<file path="config.mk">
export PLATFORM = sky130hd
export DESIGN_NAME = watch_time_setter
export DESIGN_NICKNAME = d
export VERILOG_FILES = /design/src/rtl/watch_time_setter.sv
export SDC_FILE = /design/constraint.sdc
export NUM_CORES = 1
export LEC_CHECK = 0
export CAP_MARGIN = 20
export CORE_MARGIN = 2
export CORE_UTILIZATION = 31
export CTS_CLUSTER_SIZE = 12
export DETAILED_ROUTE_END_ITERATION = 7
export SKIP_LAST_GASP = 1
export SLEW_MARGIN = 30
export SYNTH_ARGS = -nofsm -noshare
export SYNTH_HDL_FRONTEND = slang
export SYNTH_SLANG_ARGS = --single-unit
</file>
<file path="constraint.sdc">
create_clock -name clk -period 5.7 [get_ports clk]
set_clock_uncertainty 0.05 [all_clocks]
set_input_delay 1.14 -clock clk [delete_from_list [all_inputs] [get_ports clk]]
set_output_delay 1.14 -clock clk [all_outputs]
set_load 0.02 [all_outputs]
</file>
<file path="src/rtl/watch_time_setter.sv">
// Button-driven time editor: captures the live counter time, lets the user adjust each field,
// and emits a one-cycle set_time strobe with the packed result. Optional feature: EDIT_TIMEOUT_EN.
module watch_time_setter #(
  parameter int TIMEOUT_SEC = 30
) (
  input  logic        clk,
  input  logic        rst,
  input  logic        clk1sec,
  input  logic [7:0]  cur_year,
  input  logic [7:0]  cur_month,
  input  logic [7:0]  cur_day,
  input  logic [7:0]  cur_hour,
  input  logic [7:0]  cur_minute,
  input  logic [7:0]  cur_second,
  input  logic        btn_mode,
  input  logic        btn_up,
  input  logic        btn_down,
  input  logic        btn_enter,
  input  logic        btn_cancel,
  output logic [47:0] bin_time,
  output logic        set_time,
  output logic        editing,
  output logic [2:0]  sel_field
);

  typedef enum logic [1:0] {S_IDLE, S_EDIT, S_COMMIT} state_e;

  state_e     state_q;
  logic [7:0] year_q, month_q, day_q, hour_q, minute_q, second_q;
  logic [7:0] year_d, month_d, day_d, hour_d, minute_d, second_d;
  logic [7:0] new_max;
  logic [2:0] sel_q;
  logic       set_time_q;
  logic       editing_q;

  function automatic logic is_leap(input logic [7:0] y);
    int yi;
    yi = int'(y);
    return ((yi % 4 == 0) && (yi % 100 != 0)) || (yi % 400 == 0);
  endfunction

  function automatic logic [7:0] max_date(input logic [7:0] m, input logic [7:0] y);
    case (m)
      8'd4, 8'd6, 8'd9, 8'd11: return 8'd30;
      8'd2:                    return is_leap(y) ? 8'd29 : 8'd28;
      default:                 return 8'd31;
    endcase
  endfunction

  // Out-of-range values (possible from an unchecked capture) snap to the minimum.
  function automatic logic [7:0] step_field(input logic [7:0] v, input logic [7:0] lo,
                                            input logic [7:0] hi, input logic up);
    if (v < lo || v > hi) return lo;
    if (up) return (v == hi) ? lo : v + 8'd1;
    return (v == lo) ? hi : v - 8'd1;
  endfunction

  // NOTE: every output of this block is assigned a default first, so no path leaves one
  // unassigned and no latch is inferred.
  always_comb begin
    year_d   = year_q;
    month_d  = month_q;
    day_d    = day_q;
    hour_d   = hour_q;
    minute_d = minute_q;
    second_d = second_q;
    new_max  = 8'd31;
    if (btn_up ^ btn_down) begin
      case (sel_q)
        3'd0: year_d   = btn_up ? year_q + 8'd1 : year_q - 8'd1;
        3'd1: month_d  = step_field(month_q, 8'd1, 8'd12, btn_up);
        3'd2: day_d    = step_field(day_q, 8'd1, max_date(month_q, year_q), btn_up);
        3'd3: hour_d   = step_field(hour_q, 8'd0, 8'd23, btn_up);
        3'd4: minute_d = step_field(minute_q, 8'd0, 8'd59, btn_up);
        3'd5: second_d = step_field(second_q, 8'd0, 8'd59, btn_up);
        default: ;
      endcase
      // A year or month change can shrink the month; pull the day back in the same update.
      new_max = max_date(month_d, year_d);
      if ((sel_q == 3'd0 || sel_q == 3'd1) && day_q > new_max) day_d = new_max;
    end
  end

`ifdef EDIT_TIMEOUT_EN
  localparam int CNT_W = $clog2(TIMEOUT_SEC + 1);
  logic [CNT_W-1:0] idle_cnt_q;
  logic             any_btn;
  assign any_btn = btn_mode | btn_up | btn_down | btn_enter | btn_cancel;
`else
  logic unused_timeout;
  assign unused_timeout = clk1sec & (TIMEOUT_SEC != 0);
`endif

  // NOTE: sequential state uses non-blocking assignments only, so every register samples
  // the pre-edge value of every other register regardless of statement order.
  always_ff @(posedge clk or negedge rst) begin
    if (!rst) begin
      // NOTE: the shadow fields are individual registers, not a memory, so they take a
      // defined reset value that the counter would load on a stray strobe.
      state_q    <= S_IDLE;
      year_q     <= 8'd21;
      month_q    <= 8'd5;
      day_q      <= 8'd30;
      hour_q     <= 8'd0;
      minute_q   <= 8'd0;
      second_q   <= 8'd0;
      sel_q      <= 3'd0;
      set_time_q <= 1'b0;
      editing_q  <= 1'b0;
`ifdef EDIT_TIMEOUT_EN
      idle_cnt_q <= '0;
`endif
    end else begin
      case (state_q)
        S_IDLE: begin
          set_time_q <= 1'b0;
          if (btn_mode) begin
            year_q    <= cur_year;
            month_q   <= cur_month;
            day_q     <= cur_day;
            hour_q    <= cur_hour;
            minute_q  <= cur_minute;
            second_q  <= cur_second;
            sel_q     <= 3'd0;
            editing_q <= 1'b1;
            state_q   <= S_EDIT;
`ifdef EDIT_TIMEOUT_EN
            idle_cnt_q <= '0;
`endif
          end
        end
        S_EDIT: begin
          if (btn_enter) begin
            set_time_q <= 1'b1;
            editing_q  <= 1'b0;
            state_q    <= S_COMMIT;
          end else if (btn_cancel) begin
            editing_q <= 1'b0;
            state_q   <= S_IDLE;
          end else if (btn_mode) begin
            sel_q <= (sel_q == 3'd5) ? 3'd0 : sel_q + 3'd1;
          end else if (btn_up | btn_down) begin
            year_q   <= year_d;
            month_q  <= month_d;
            day_q    <= day_d;
            hour_q   <= hour_d;
            minute_q <= minute_d;
            second_q <= second_d;
          end
`ifdef EDIT_TIMEOUT_EN
          else if (clk1sec) begin
            if (idle_cnt_q == CNT_W'(TIMEOUT_SEC - 1)) begin
              editing_q <= 1'b0;
              state_q   <= S_IDLE;
            end else begin
              idle_cnt_q <= idle_cnt_q + CNT_W'(1);
            end
          end
          if (any_btn) idle_cnt_q <= '0;
`endif
        end
        S_COMMIT: begin
          set_time_q <= 1'b0;
          state_q    <= S_IDLE;
        end
        default: begin
          set_time_q <= 1'b0;
          editing_q  <= 1'b0;
          state_q    <= S_IDLE;
        end
      endcase
    end
  end

  assign bin_time  = {year_q, month_q, day_q, hour_q, minute_q, second_q};
  assign set_time  = set_time_q;
  assign editing   = editing_q;
  assign sel_field = sel_q;

endmodule

</file>
==> results of run 1 <==
[power by group through the flow]
| stage | registers [mW] | clock network, mW | logic (mW) |
|---|---|---|---|
| finish | 0.934 | 0.329 | 2.39 |
| floorplan | 0.920 | 0 | 1.53 |
| global placement | 0.938 | 0 | 2.33 |
| CTS | 0.931 | 0.342 | 2.37 |
| global route | 0.976 | 0.355 | 2.64 |
| detailed placement | 0.934 | 0 | 2.36 |
[area by class of cell]
class	count	area share [%]
multi-input cells	612	54.6
flip-flops and latches	55	19.4
repair buffers	142	18.5
well taps	225	3.93
clock buffers	5	1.75
inverters	28	1.57
clock inverters	3	0.279
[metal layers]
layer	up-vias	part of all wire, %	GRT usage, %
met5	-	0	0
met4	0	0.97	3.84
met3	7	5.8	4.04
met2	143	46	29.7
met1	2751	47	26.2
li1	2905	-	-
[layout by cell type, fill, tap and decap left out, drive strengths merged, types with 5 or more instances in the layout]
master / instances
or3: 5
a32oi: 5
buf: 37
a221oi: 6
xor2: 18
dfrtp: 46
nor2: 76
mux2i: 7
ha: 33
o21ai: 70
dfstp: 9
xnor2: 19
o22ai: 5
nor2b: 5
and3: 11
a21oi: 54
nand2b: 8
a22oi: 12
and2: 5
clkdlybuf4s50: 105
inv: 28
a31oi: 15
nand3: 29
nand2: 99
o21a: 5
nor4: 9
clkbuf: 5
nor3: 32
a211oi: 10
[kinds of logic after synthesis]
kind of cell               Yosys count  synth area share (%)
adders and majority gates           35                  8.08
muxes                                7                  1.28
DFF                                 55                  25.3
and+or+nand+nor                    300                  25.9
AOI/OAI and AO/OA                  232                  27.9
buffers and inverters               76                  5.57
xor gates and xnor gates            37                  5.91
[per-stage QoR]
stage | TNS [ns] | hold WS [ns] | power (mW) | instance area (sq um) | utilization, %
6_report | 0 | 0.461 | 3.65 | 7160 | 41.4
5_1_grt | 0 | 0.479 | 3.97 | 7160 | 41.4
4_1_cts | 0 | 0.465 | 3.64 | 7120 | 41.2
3_5_place_dp | -1.14 | 0.444 | 3.29 | 6980 | 40.4
3_3_place_gp | -0.752 | 0.432 | 3.27 | 6980 | 40.4
2_1_floorplan | -0.829 | 0.477 | 2.45 | 5630 | -
[critical path: stages]
cell	delay, ns
buf_4	0.12
inv_8	0.05
fa_2	0.36
a211o_1	0.36
a21oi_2	0.15
a22o_4	0.14
inv_2	0.05
ha_4	0.16
a2111oi_4	0.33
nor2_1	0.08
ha_1	0.29
a211oi_2	0.18
a31oi_1	0.12
or4_4	0.43
a211oi_4	0.27
o31ai_2	0.08
ha_1	0.29
a211o_1	0.27
nand2_1	0.09
nand3_2	0.12
buf_4	0.16
nand2_1	0.06
o21ai_1	0.07
a21oi_1	0.16
o31ai_1	0.10
[worst min-delay path by stage]
stage,from,cells after the start,slack (ns),to
after CTS,set_time,2,0.47,set_time
after global routing,set_time,2,0.48,set_time
final,day_q[4],2,0.46,day_q[4]
after global placement,set_time,2,0.43,set_time
after detailed placement,set_time,2,0.44,set_time
after floorplan,state_q[0],1,0.48,editing
[sequential cells by signal (all words and copies together) (netlist names)]
| signal | count |
|---|---|
| hour_q | 8 |
| year_q | 8 |
| month_q | 8 |
| state_q | 2 |
| minute_q | 8 |
| second_q | 8 |
| editing | 1 |
| sel_field | 3 |
| set_time | 1 |
| day_q | 8 |
[repair_timing]
action,4_1_cts,5_1_grt
gates resized for setup,0,7
setup buffers,0,1
setup endpoints to repair,0,8
==> flow_summary.json, run 1 <==
{
  "drtPass1Iterations": 4,
  "clock-sinks": 55,
  "place.gp.congestion": 0.836,
  "r2r-end": "day_q[1]",
  "synth_area_leader_cell": "dfrtp_1",
  "power.share.clock_pct": 9.0,
  "synth.distinct_cells": 77,
  "cts_buffers": 5,
  "combPwrFrac_pct": 65.4,
  "synth.most_common_cell": "nand2_1",
  "r2r_slack_ns": 0.73,
  "ys_top_cells_by_count": "99 x nand2_1, 76 x nor2_1, 64 x o21ai_0",
  "grtUsageTotal_pct": 18.7,
  "setup_ws_ns": 0.243,
  "worst_pin_slew_ns": 1.05,
  "place_ws_ns": -0.220,
  "ant_nets": 0,
  "multiInputGateArea_sq_um": 3910,
  "slew_violations": 0,
  "antenna_found_initial": 0,
  "crit_type": "primary input to register",
  "num-fill-cells": 1835,
  "synth_nets": 832,
  "seq_area_frac_synth_pct": 25.3,
  "start_util_pct": 31.7,
  "die_y_um": 137,
  "p_int_mw": 1.86,
  "wirelength_mm": 17.5,
  "grt_pass1_vias": 5397,
  "syn_to_final_growth_pct": 30.6,
  "drc": 0,
  "row_count": 48,
  "syn-instance-count": 742,
  "numPortBuffers": 107,
  "layout-drive-gt1-share_pct": 10.4,
  "status": "complete, no violations",
  "wl_per_cell_um": 16.3,
  "endpoint": "day_q[1]",
  "power_leakage_nw": 2.87,
  "dp.cells": 1060,
  "io_pins": 109,
  "powerDensity_nw_per_um2": 510,
  "ff2ff_path_depth": 22,
  "hold_buffers": 0,
  "die_area_sq_um": 18800,
  "relSlewSlack_pct": 29.3,
  "fmax_mhz": 183,
  "diodes": 0,
  "die_w_um": 137,
  "finalNonFillerCells": 1070,
  "grt_pass1_wl_mm": 28.2,
  "timing.final.crit_share_pct": 95.7,
  "syn_area_sq_um": 5480,
  "grt_max_degree": 56,
  "syn_area_per_cell_sq_um": 7.39,
  "grt-ovfl-total": 0,
  "via_per_inst": 5.43,
  "synth-edff-count": 0,
  "yosys_warnings": 0,
  "hold_viol": 0,
  "root_buffer": "clkbuf_16",
  "layout.nets": 934,
  "worstSkewPairLatency_ns": 0.31,
  "max-cap-violations": 0,
  "regArea_sq_um": 1390,
  "crit_start": "btn_up",
  "p_sw_share_pct": 49.1,
  "cts_tree": "yes",
  "pwr-share-seq_pct": 25.6,
  "arrival_ns": 5.64,
  "h-tree-depth": 2,
  "initialDrtViolationCount": 317,
  "fp.coreArea_sq_um": 17300,
  "yosys-top-cells-area": "dfrtp_1 21%, ha_1 7.5%, nand2_1 6.8%",
  "num_vias": 5806,
  "power_switching_mw": 1.79,
  "crit_fanout": 7,
  "path_clk_slew_ns": 0.08,
  "cts.path.max_buffers": 2,
  "detailed_place_hpwl_mm": 12.4,
  "async_reset_ff_share_pct": 100,
  "min_period_ns": 5.46,
  "r2r_start": "year_q[2]",
  "rsz0062_at_grt": "false",
  "required_ns": 5.88,
  "synth-main-ff-cell": "dfrtp_1",
  "critPathLaunchType": "primary input",
  "hp-class": "register to register",
  "ys_seq_elements": 55,
  "finalSetupViolCount": 0,
  "ir_drop_mv": 0.200,
  "netlist.area_leader.share_pct": 21.0,
  "end_kind": "register"
}
No activity file was read; power rests on OpenSTA's default activity.
==> run 2, diff against run 1 <==
HOLD_SLACK_MARGIN = 0.1   (was default)
clock period = 4.6 ns   (was 5.7 ns; I/O delays follow)
==> run 2 against run 1 <==
Critical path depth did not move. Largest power group unchanged. The run now ends with negative setup slack left. Core utilization grew 2.1 points. Combinational power increased by 38%. Die area did not move. Via count grew 1.4%. Final cell count up 3.1%.
==> flow_summary.json, run 2 (synthesis results as in run 1) <==
{
  "layout.nets": 967,
  "num-fill-cells": 1787,
  "h-tree-depth": 2,
  "drc": 0,
  "num_vias": 5889,
  "cp_top_family": "compound AO/OA/AOI/OAI gates",
  "grt_pass1_vias": 5597,
  "min_period_ns": 5.20,
  "wl_per_cell_um": 16.2,
  "r2r_start": "year_q[1]",
  "hp-class": "register to register",
  "fmax_mhz": 192,
  "numPortBuffers": 107,
  "r2r_slack_ns": -0.35,
  "power_leakage_nw": 3.07,
  "wl_met3_um": 880,
  "max_stage_delay_ns": 0.44,
  "hold_viol": 0,
  "rsz0062_at_grt": "true",
  "start_util_pct": 31.7,
  "finalNonFillerCells": 1103,
  "regArea_sq_um": 1390,
  "end_kind": "register",
  "drtPass1Iterations": 5,
  "path_clk_slew_ns": 0.08,
  "fp.coreArea_sq_um": 17300,
  "die_area_sq_um": 18800,
  "worst_pin_slew_ns": 0.994,
  "cts.path.max_buffers": 2,
  "met1_length_mm": 8.71,
  "initialDrtViolationCount": 388,
  "hold_ws_ns": 0.453,
  "die_y_um": 137,
  "hold_buffers": 0,
  "cts_buffers": 5,
  "critPathLaunchType": "primary input",
  "multiInputGateArea_sq_um": 3990,
  "hold_path_depth": 2,
  "antenna_found_initial": 0,
  "status": "finished, violations left",
  "relSlewSlack_pct": 33.1,
  "power.total_mw": 4.81,
  "crit_fanout": 7,
  "io_pins": 109,
  "crit_type": "primary input to register",
  "clock-sinks": 55,
  "violations": "negative setup slack",
  "path_buf_inv": 4,
  "crit_slowest_cell": "or4_4",
  "dp.cells": 1085,
  "syn_to_final_growth_pct": 37.2,
  "root_buffer": "clkbuf_16",
  "grt_pass1_wl_mm": 28.9,
  "layout-drive-gt1-share_pct": 15.0,
  "place.gp.congestion": 0.853,
  "grt-ovfl-total": 0,
  "timing.final.crit_share_pct": 113,
  "ff2ff_path_depth": 23,
  "die_w_um": 137,
  "layout_commonest_cell": "clkdlybuf4s50_1",
  "setup_ws_ns": -0.602,
  "cts_tree": "yes",
  "whs_endpoint": "set_time",
  "slew_violations": 0,
  "required_ns": 4.80,
  "worstSkewPairLatency_ns": 0.31,
  "grtUsageTotal_pct": 19.2,
  "ir_drop_mv": 0.317,
  "grt_max_degree": 52,
  "final_util_pct": 43.5,
  "detailed_place_hpwl_mm": 13.1,
  "arrival_ns": 5.40,
  "wirelength_mm": 17.9,
  "r2r-end": "day_q[5]",
  "row_count": 48,
  "mostFrequentLayoutCells": "105 x clkdlybuf4s50_1, 97 x nand2_1, 76 x nor2_1",
  "finalSetupViolCount": 8,
  "max-cap-violations": 0,
  "highest_layer": "met4",
  "via_per_inst": 5.34,
  "ant_nets": 0,
  "dr_wl_met2_mm": 8.15,
  "diodes": 0,
  "powerDensity_nw_per_um2": 639,
  "holdCritStartpoint": "set_time"
}
## run 2: metal layers
metal  up-vias  track usage [%]
li1       2978                -
met1      2758             27.4
met2       143             30.7
met3        10             3.56
met4         0             2.98
met5         -                0
## run 2: what timing repair did
item                                   in CTS  in global routing
setup buffers                               3                  6
resized for setup                          12                 19
endpoints found under the hold margin       0                  0
setup endpoints to repair                   8                  8
gates cloned                                1                  0
pin swaps                                  10                 16
## run 2: cell type report
type	count	share of cell area, %
Sequential cell	55	18.4
Tap cell	225	3.74
Clock inverter	3	0.299
Timing Repair Buffer	175	21.3
Clock buffer	5	1.66
Inverter	28	1.53
Multi-Input combinational cell	612	53.0
## run 2: worst max-delay path by stage
stage               slack (ns)   start  cells after the start        to
global route             -0.79  btn_up                     25  day_q[5]
floorplan                -1.01  btn_up                     26  day_q[5]
finish                   -0.60  btn_up                     25  day_q[5]
global placement         -0.93  btn_up                     25  day_q[0]
detailed placement        -1.0  btn_up                     25  day_q[0]
CTS                      -0.47  btn_up                     25  day_q[0]
## run 2: through the flow
step / area, sq um / setup slack [ns] / TNS, ns
detailed placement: 7180 / -0.995 / -7.40
floorplan: 5630 / -1.01 / -7.87
finish: 7530 / -0.602 / -4.65
global placement: 7170 / -0.928 / -6.72
CTS: 7400 / -0.467 / -3.29
global route: 7530 / -0.793 / -6.15
## run 2: worst reg2reg max path: stages (launching register included)
cell,delay (ns)
dfrtp_1,0.47
fa_2,0.37
a211o_1,0.32
a21oi_2,0.17
a22o_4,0.16
inv_4,0.04
ha_4,0.15
a2111oi_4,0.29
nor2_1,0.08
ha_1,0.28
a211oi_2,0.23
a31oi_1,0.14
or4_4,0.45
a211oi_4,0.27
o31ai_2,0.09
ha_2,0.32
a211o_1,0.14
nand2_1,0.07
nand3_2,0.16
nand2_4,0.08
buf_12,0.14
o21ai_4,0.24
nand2_1,0.11
o21ai_2,0.06
## run 2: report_power, final
part	leakage, nW	switching, mW	total (mW)	internal [mW]
clock network	0.0746	0.213	0.419	0.206
logic	2.34	1.70	3.29	1.59
registers	0.650	0.417	1.11	0.692
==> run 3, diff against run 2 <==
CELL_PAD_IN_SITES_DETAIL_PLACEMENT = 1   (was default)
CELL_PAD_IN_SITES_GLOBAL_PLACEMENT = 1   (was default)
GPL_TIMING_DRIVEN = 0   (was default)
PLACE_DENSITY = 0.8   (was default)
==> run 3 against run 2 <==
The run still ends with negative setup slack left. Fmax down 5.9%. Combinational power hardly changed. Core utilization is 1.1 points lower. Setup slack worse by 0.32 ns. Via count rose by 6.0%. Highest routed layer unchanged. Clock-buffer cell count rose by 1. Routed wire length up 18%. Critical path depth decreased by 1. Largest cell class unchanged. Worst hold slack got worse by 0.067 ns. Largest power group unchanged. Global-route usage up 3.5 points. Sequential share of layout area up 0.47 points. Critical endpoint is now day_q[0].
==> flow_summary.json, run 3 (synthesis results as in run 1) <==
{
  "wl_per_cell_um": 19.3,
  "cts_tree": "yes",
  "max-cap-violations": 0,
  "hp-class": "primary input to asynchronous set/reset pin",
  "timing.final.crit_share_pct": 120,
  "rsz0062_at_grt": "true",
  "required_ns": 4.74,
  "via_per_inst": 5.69,
  "powerDensity_nw_per_um2": 647,
  "root_buffer": "clkbuf_16",
  "hold_buffers": 0,
  "setup_ws_ns": -0.925,
  "start_util_pct": 31.7,
  "use_met1_pct": 29.9,
  "violations": "negative setup slack",
  "die_w_um": 137,
  "slew_violations": 0,
  "path_cells": "clkbuf_16 -> inv_12 -> fa_2 -> a211o_1 -> a21oi_2 -> a22o_4 -> inv_6 -> ha_4 -> a2111oi_4 -> nor2_1 -> ha_1 -> a211oi_2 -> a31oi_1 -> or4_4 -> a211oi_4 -> o31ai_1 -> ha_1 -> a211o_1 -> nand2_1 -> nand3_2 -> nand2_4 -> o21ai_4 -> a21oi_1 -> o21ai_1",
  "wirelength_mm": 21.1,
  "drtPass1Iterations": 5,
  "place.gp.congestion": 0.856,
  "path_clk_slew_ns": 0.08,
  "die_y_um": 137,
  "numPortBuffers": 106,
  "power_leakage_nw": 2.90,
  "crit_fanout": 9,
  "grtUsageMet3_pct": 3.37,
  "cts.path.max_buffers": 2,
  "h-tree-depth": 2,
  "worstSkewPairLatency_ns": 0.31,
  "die_area_sq_um": 18800,
  "syn_to_final_growth_pct": 33.9,
  "diodes": 0,
  "mostFrequentLayoutCells": "105 x clkdlybuf4s50_1, 94 x nand2_1, 76 x nor2_1",
  "fmax_mhz": 181,
  "use_met2_pct": 39.1,
  "detailed_place_hpwl_mm": 15.5,
  "worst_pin_slew_ns": 0.856,
  "layout_commonest_cell": "clkdlybuf4s50_1",
  "row_count": 48,
  "fin_area_sq_um": 7340,
  "critPathLaunchType": "primary input",
  "drc": 0,
  "grt_max_degree": 46,
  "fp.coreArea_sq_um": 17300,
  "layout-drive-gt1-share_pct": 9.41,
  "antenna_found_initial": 0,
  "clock-sinks": 55,
  "relSlewSlack_pct": 42.5,
  "ir_drop_mv": 0.261,
  "power.total_mw": 4.75,
  "cp_top_family": "compound AO/OA/AOI/OAI gates",
  "num_vias": 6241,
  "initialDrtViolationCount": 455,
  "grt_pass1_vias": 6351,
  "crit_type": "primary input to register",
  "min_period_ns": 5.53,
  "busiest_layer": "met2",
  "ant_nets": 0,
  "status": "finished, violations left",
  "crit_slowest_cell": "or4_4",
  "end_kind": "register",
  "grtUsageTotal_pct": 22.7,
  "hold_viol": 0,
  "postPlaceCellArea_sq_um": 7000,
  "io_pins": 109,
  "path_buf_inv": 3,
  "max_stage_delay_ns": 0.51,
  "cts_buffers": 5,
  "finalSetupViolCount": 8,
  "layout.nets": 960,
  "grt-ovfl-total": 0,
  "grt_pass1_wl_mm": 33.5,
  "arrival_ns": 5.67
}
==> run 3: changes by cell type in the layout (fill, tap and decap cells not counted), sizes merged <==
cell / delta
buf: -47
clkinv: -1
inv: -1
bufinv: +1
clkbuf: +42
o21ai: -1
==> run 3: cell type report <==
type | count | area [sq um]
buffer | 47 | 229
clock buffer | 6 | 139
clock inverter | 2 | 38.8
fill | 2170 | 9960
inverter | 28 | 123
multi-input combinational | 611 | 3940
sequential | 55 | 1390
tap | 225 | 282
timing repair buffer | 122 | 1200
==> run 3: power breakdown <==
group	total, mW	leakage [nW]	internal, mW	switching (mW)
sequential	0.985	0.650	0.692	0.294
combinational	3.27	2.16	1.40	1.87
clock	0.491	0.0875	0.275	0.216
total	4.75	2.90	2.37	2.38
==> run 3: what timing repair did <==
item                                    CTS  global route
endpoints found under the setup margin    8             8
buffers inserted                          9             5
gates resized for setup                   9            18
cloned                                    1             0
pin swaps                                 9            18
==> run 3: stage by stage <==
step | util [%] | std cells | setup TNS, ns | setup WS, ns | hold slack [ns]
finish | 42.4 | 1096 | -7.13 | -0.925 | 0.386
floorplan | - | 742 | -7.87 | -1.01 | 0.477
CTS | 42.1 | 1092 | -6.72 | -0.864 | 0.387
detailed placement | 40.5 | 1074 | -13.77 | -1.76 | 0.440
global route | 42.4 | 1096 | -9.21 | -1.20 | 0.392
global placement | 40.3 | 1073 | -12.73 | -1.61 | 0.443
==> run 3: routing by layer <==
metal,part of all wire (%),up-vias
met1,44,3100
met4,1.4,0
met2,49,179
li1,-,2941
met5,0,-
met3,5.8,21
==> run 3: final timing paths <==
kind,start,to,slack [ns],cells after the start
worst max-delay path,btn_up,day_q[0],-0.93,24
worst min-delay path,rst,hour_q[2],0.39,1
worst max register to register,year_q[2],day_q[0],-0.75,22
worst min register to register,day_q[4],day_q[4],0.46,2
max in group asynchronous,rst,month_q[0],3.55,2
min in group clk,day_q[4],day_q[4],0.46,2
